===== src/rtl/fetch_unit.sv =====
// fetch_unit: instruction fetch stage with a FETCH / ISSUE (/ HALT) state machine.
// Holds one fetched instruction for decode and redirects on jr, j/jal and
// taken branches, with priority jump_reg > jump > branch_taken. A redirect that
// arrives while a memory request is outstanding is parked. The word that comes
// back for that request is dropped, and fetch restarts at the parked target.
// Optional feature macro: HALT_DETECT_EN. When it is defined, consuming the word
// 32'hFFFF_FFFF stops fetch until reset.
module fetch_unit #(
    parameter logic [31:0] RESET_PC = 32'h0000_0000
) (
    input  logic        clk,
    input  logic        rst,
    input  logic        stall,
    input  logic        branch_taken,
    input  logic [31:0] branch_target,
    input  logic        jump,
    input  logic [25:0] jump_index,
    input  logic        jump_reg,
    input  logic [31:0] jr_addr,
    output logic        imem_req,
    output logic [31:0] imem_addr,
    input  logic        imem_ready,
    input  logic [31:0] imem_rdata,
    output logic [31:0] instr,
    output logic [5:0]  opcode,
    output logic        instr_valid,
    output logic [31:0] pc_out,
    output logic [31:0] pc_plus4,
    output logic        halted
);

`ifdef HALT_DETECT_EN
    typedef enum logic [1:0] {S_FETCH = 2'd0, S_ISSUE = 2'd1, S_HALT = 2'd2} state_t;
    localparam logic [31:0] HALT_WORD = 32'hFFFF_FFFF;
`else
    typedef enum logic [1:0] {S_FETCH = 2'd0, S_ISSUE = 2'd1} state_t;
`endif

    // Fetch addresses are always word aligned, including the reset address.
    localparam logic [31:0] RESET_ADDR = {RESET_PC[31:2], 2'b00};

    state_t      state_q, state_d;
    logic [31:0] addr_q, addr_d;          // current / next fetch address
    logic [31:0] instr_q, instr_d;        // held instruction
    logic [31:0] pc_q, pc_d;              // address of the held instruction
    logic        pend_q, pend_d;          // a redirect is parked during FETCH
    logic [31:0] pend_addr_q, pend_addr_d;

    logic        redirect;
    logic [31:0] target;

    assign pc_plus4 = pc_q + 32'd4;

    // Redirect target selection: jump_reg > jump > branch_taken, with the low two bits forced to zero
    always_comb begin
        // NOTE: every combinational output gets a default first so no latch is inferred.
        redirect = jump_reg | jump | branch_taken;
        target   = {branch_target[31:2], 2'b00};
        if (jump_reg) begin
            target = {jr_addr[31:2], 2'b00};
        end else if (jump) begin
            target = {pc_plus4[31:28], jump_index, 2'b00};
        end
    end

    // State register, fetch datapath and parked redirect, all with synchronous reset
    always_ff @(posedge clk) begin
        // NOTE: non-blocking assignments, so every register samples its pre-edge inputs.
        if (rst) begin
            state_q     <= S_FETCH;
            addr_q      <= RESET_ADDR;
            instr_q     <= 32'd0;
            pc_q        <= RESET_ADDR;
            pend_q      <= 1'b0;
            pend_addr_q <= 32'd0;
        end else begin
            state_q     <= state_d;
            addr_q      <= addr_d;
            instr_q     <= instr_d;
            pc_q        <= pc_d;
            pend_q      <= pend_d;
            pend_addr_q <= pend_addr_d;
        end
    end

    // Next-state logic
    always_comb begin
        state_d = state_q;
        case (state_q)
            S_FETCH: begin
                if (imem_ready && !pend_q && !redirect) begin
                    state_d = S_ISSUE;
                end
            end
            S_ISSUE: begin
                if (!stall) begin
`ifdef HALT_DETECT_EN
                    state_d = (instr_q == HALT_WORD) ? S_HALT : S_FETCH;
`else
                    state_d = S_FETCH;
`endif
                end
            end
`ifdef HALT_DETECT_EN
            S_HALT:  state_d = S_HALT;
`endif
            default: state_d = S_FETCH;
        endcase
    end

    // Datapath next values: capture, discard or park a redirect, and advance on consume
    always_comb begin
        addr_d      = addr_q;
        instr_d     = instr_q;
        pc_d        = pc_q;
        pend_d      = pend_q;
        pend_addr_d = pend_addr_q;
        case (state_q)
            S_FETCH: begin
                if (imem_ready) begin
                    if (pend_q || redirect) begin
                        // A stale word returns: drop it and refetch at the newest target.
                        addr_d = redirect ? target : pend_addr_q;
                        pend_d = 1'b0;
                    end else begin
                        instr_d = imem_rdata;
                        pc_d    = addr_q;
                    end
                end else if (redirect) begin
                    // Keep imem_addr stable; only the parked target moves.
                    pend_d      = 1'b1;
                    pend_addr_d = target;
                end
            end
            S_ISSUE: begin
                if (!stall) begin
                    addr_d = redirect ? target : pc_plus4;
                end
            end
            default: ;
        endcase
    end

    // Output decode
    always_comb begin
        imem_req    = (state_q == S_FETCH) && !rst;
        imem_addr   = addr_q;
        instr       = instr_q;
        opcode      = instr_q[31:26];
        instr_valid = (state_q == S_ISSUE);
        pc_out      = pc_q;
`ifdef HALT_DETECT_EN
        halted      = (state_q == S_HALT);
`else
        halted      = 1'b0;
`endif
    end

endmodule

===== config.mk =====
export PLATFORM = sky130hd
export DESIGN_NAME = fetch_unit
export DESIGN_NICKNAME = d
export VERILOG_FILES = /design/src/rtl/fetch_unit.sv
export SDC_FILE = /design/constraint.sdc
export NUM_CORES = 1
export LEC_CHECK = 0
export CAP_MARGIN = 20
export CORE_MARGIN = 4
export CORE_UTILIZATION = 40
export DETAILED_ROUTE_END_ITERATION = 7
export HOLD_SLACK_MARGIN = 0.08
export PLACE_DENSITY = 0.8
export REMOVE_ABC_BUFFERS = 1
export SYNTH_ARGS = -nofsm -noshare
export SYNTH_HDL_FRONTEND = slang
export SYNTH_SLANG_ARGS = --single-unit
export TNS_END_PERCENT = 10

===== constraint.sdc =====
create_clock -name clk -period 2.55 [get_ports clk]
set_clock_uncertainty 0.05 [all_clocks]
set_input_delay 0.765 -clock clk [delete_from_list [all_inputs] [get_ports clk]]
set_output_delay 0.765 -clock clk [all_outputs]
set_load 0.03 [all_outputs]

Word-level counts from Yosys, hierarchy flattened --
Cells that the tools add are included.
Word-level totals: register bits 131, input bits 129, output and inout port bits 137, logic and storage cells 46
Operators by class: add/sub/neg operators 1, eq/ne operators 6, muxes and demuxes 14, bitwise operators 4, reductions and logical operators 15
Operators with widths (count):
- two-way mux 32 bit | 7
- one-hot mux 32 bit (2 select lines) | 1
- adder 32 x 3 -> 32 bit (second input constant) | 1
- != test 2 bit (second input constant) | 4
- AND reduction 3 bit | 2
- two-way mux 2 bit | 2
- one-hot mux 2 bit (2 select lines) | 1
- AND reduction 2 bit | 2
- AND reduction 4 bit | 1
- nonzero test 2 bit | 2
- logical AND 1 bit | 3
- logical NOT 1 bit | 3
- two-way mux 1 bit | 3
- equality test 2 x 1 -> 1 bit (second input constant) | 1
- logical NOT 2 bit | 1
- != test 2 x 1 -> 1 bit (second input constant) | 1
- NOT 1 bit | 2
- bitwise OR 1 bit | 2
- logical OR 1 bit | 1

Logic depth before layout (Yosys ltp) --
depth in word-level cells 7, depth in mapped cells 9, gate-level depth less buffers 6

Worst setup path before layout --
Ideal clock, no wire load.
path kind register -> output, start point reg pc_q[11], in the netlist pc_out[11], end point out pc_plus4[26], arrival time 2162 ps, data required time 1735 ps, setup slack -427 ps, stages on the path, launching flop included 5, buffers on the path 0, cell sequence dfxtp_1 nand4_4 or4_4 nor3_1 xor2_1
On the way: longest elaborated chain between the ends 1
RTL lines:
- start: declaration | RTL line 45 | logic [31:0] pc_q, pc_d;
- start signal: assignment | RTL line 80 | pc_q <= pc_d;
- adder 32 x 3 -> 32 bit | RTL line 52 | assign pc_plus4 = pc_q + 32'd4;
- end: declaration | RTL line 28 | output logic [31:0] pc_plus4,
No other way between the ends.

Worst setup path in the final report --
start point reg pc_q[5], in the netlist pc_out[5], end point out pc_plus4[14]
Same word-level chain as after synthesis.

==> results.py <==
metrics = {
    "run_status": {
        "status": "complete, but fails checks",
        "violations": "setup timing",
    },
    "finish": {
        "layout-drive-gt1-share_pct": 21.3,
        "n_antenna_cell": 0,
        "nets": 1374,
        "layout_common_cells": "clkdlybuf4s50_1 (221), nand2_1 (196), a21oi_1 (135)",
        "final_common_cell": "clkdlybuf4s50_1",
        "area_growth_pct": 66.7,
        "utilization_pct": 68.0,
    },
    "sta": {
        "hold_violations": 0,
        "worst_slack_ps": -483,
        "post-route-period-util_pct": 119,
        "max_clock_freq_mhz": 330,
        "finalSetupViolations": 24,
        "tightest_slew_ps": 933,
        "period_minus_slack_ps": 3030,
        "rsz0062_at_grt": "true",
        "slew_headroom_pct": 37.5,
        "hold_slack_ps": 400,
        "slew_violations": 0,
    },
    "grt": {
        "grt_max_degree": 74,
        "grt_first_pass_wirelength_um": 41600,
        "grt_pass1_vias": 7809,
        "grt_use_total_pct": 26.6,
        "grt_overflow": 0,
        "antenna_found_initial": 0,
    },
    "die": {
        "io_pins": 266,
        "die_w_um": 138,
        "start_util_pct": 40.8,
        "die_height_um": 138,
        "coreArea_mm2": 0.0166,
        "die-area_mm2": 0.0190,
        "rows": 47,
    },
    "cts": {
        "cts-root-buf": "clkbuf_16",
        "holdBufCountCts": 0,
        "cts_tree": "done",
        "clk_latency_ps": 420,
        "clkTransAtPathRegs_ps": 60,
        "cts_buffers": 17,
        "cts-htree-levels": 4,
        "clkSinkCount": 130,
        "clockBufferDepth": 2,
    },
    "route": {
        "wl_um": 26500,
        "route.vias.total": 8083,
        "drtAntennaViolNets": 0,
        "drt_iter0_drc": 706,
        "dr.pass1.iters": 7,
        "viasPerCell": 5.48,
        "route.detailed.drc": 0,
        "wl_per_cell_um": 18.0,
    },
    "synthesis": {
        "syn_area_per_cell_um2": 7.44,
        "synth-edff-count": 0,
        "synth_flop_cell": "dfxtp_1",
        "netlist_area_mm2": 0.00676,
        "yosys_warnings": 0,
        "yosysUniqueCellTypes": 64,
        "synthCells": 909,
        "async_reset_ff_share_pct": 0,
        "ys_ff_latch": 130,
        "seq_area_frac_synth_pct": 38.5,
    },
    "worst_setup_path": {
        "crit_fanout": 4,
        "worstPathRequired_ps": 1740,
        "worstSetupPathType": "flip-flop to output pin",
        "cp.arrival_ps": 2220,
        "crit_path_end_kind": "output pin",
        "start_kind": "flip-flop",
    },
    "worst_hold_path": {
        "hp-class": "flip-flop to flip-flop",
    },
    "power_and_ir_drop": {
        "cellLeakagePower_nw": 4.50,
        "p_per_area_mw_per_mm2": 488,
        "vdd_drop_max_v": 0.000484,
    },
    "placement": {
        "dp_hpwl_um": 18900,
        "gp_congestion": 0.870,
        "portBuffers": 260,
    },
    "flow_run": {
        "drv_cap": 0,
    },
}
[report_power, final]
| part | leakage, nW | switching [mW] | total, mW | internal (mW) |
|---|---|---|---|---|
| clock network | 0.263 | 0.891 | 2.27 | 1.38 |
| registers | 1.07 | 0.0672 | 2.19 | 2.12 |
| logic | 3.17 | 0.539 | 1.04 | 0.504 |
| total | 4.50 | 1.50 | 5.50 | 4.01 |
[sequential cells by signal, summed over array words and instances, names as in the netlist]
name,count
instr,32
pend_addr_q,32
pc_out,32
state_q,1
pend_q,1
imem_addr,32
[path summary, 6_finish.rpt]
check                           slack, ps  depth (start not counted)       endpoint       from
worst max-delay path                 -480                          6   pc_plus4[14]  pc_out[5]
worst min register to register        400                          2      instr[25]  instr[25]
worst max register to register        180                         10  imem_addr[23]  pc_out[3]
worst min-delay path                  400                          2      instr[25]  instr[25]
[stage by stage]
stage	cells	worst slack (ps)	setup TNS, ps	total power, mW	area (um^2)
6_report	1474	-483	-6790	5.50	11300
3_5_place_dp	1426	-333	-14840	3.25	10300
5_1_grt	1474	-533	-8840	5.70	11300
2_1_floorplan	833	-1720	-91860	2.66	6430
4_1_cts	1472	-504	-7070	5.51	11200
3_3_place_gp	1426	-296	-6860	3.23	10300
[logic make-up (layout without fill, tap and decap cells)]
group | Yosys count | count (layout) | share of synthesized area (%)
AND/OR/NAND/NOR | 356 | 356 | 24.7
AO/OA/AOI/OAI | 281 | 281 | 25.5
flip-flops | 130 | 130 | 38.5
buffers and inverters | 111 | 456 | 6.83
XOR/XNOR | 21 | 21 | 2.94
multiplexers | 8 | 8 | 1.22
adder cells (fa/ha/maj) | 1 | 1 | 0.185
other | 1 | 1 | 0.0555
[cell usage after synthesis (all sizes together), types with 7 or more instances]
cell	number	area (um^2)
nand2	198	743
nor2b	9	56.3
a22oi	15	113
clkbuf	52	195
a211oi	9	67.6
dfxtp	130	2600
o21ai	50	250
nand2b	21	131
or2	7	43.8
nor2	40	150
nand3	26	135
a222oi	7	70.1
xor2	10	95.1
a21oi	135	676
xnor2	11	104
buf	24	135
nor3	16	80.1
nor4	11	105
inv	35	131
a221oi	14	123
[layout make-up]
class                   instances  area (um^2)
fillers                      1389         5310
multi-input cells             668         3970
repair buffers                392         3720
flip-flops and latches        130         2630
clock buffers                  25          515
well taps                     220          275
inverters                      35          131
clock inverters                 4         25.0
[per-layer routing]
layer	GRT usage, %	vias up	part of all wire (%)
li1	-	3836	-
met1	32.8	3820	40
met2	45.6	364	49
met3	5.90	63	7.4
met4	10.1	0	3.1
met5	0	-	0
[timing repair]
action                                  in CTS  in global routing
endpoints found under the setup margin      25                 31
cloned                                       1                  0
setup buffers                               16                  2
pin swaps                                   21                  5
gates resized for setup                     76                 22
[worst max-delay path, cell delays in order, from the launching register on]
cell and delay [ps]:
dfxtp_4 360, nand4_4 110, buf_4 160, buf_4 150, or4_1 570, xnor2_2 240
buf_4 210
Note: power is estimated with default switching activity, not from simulation.
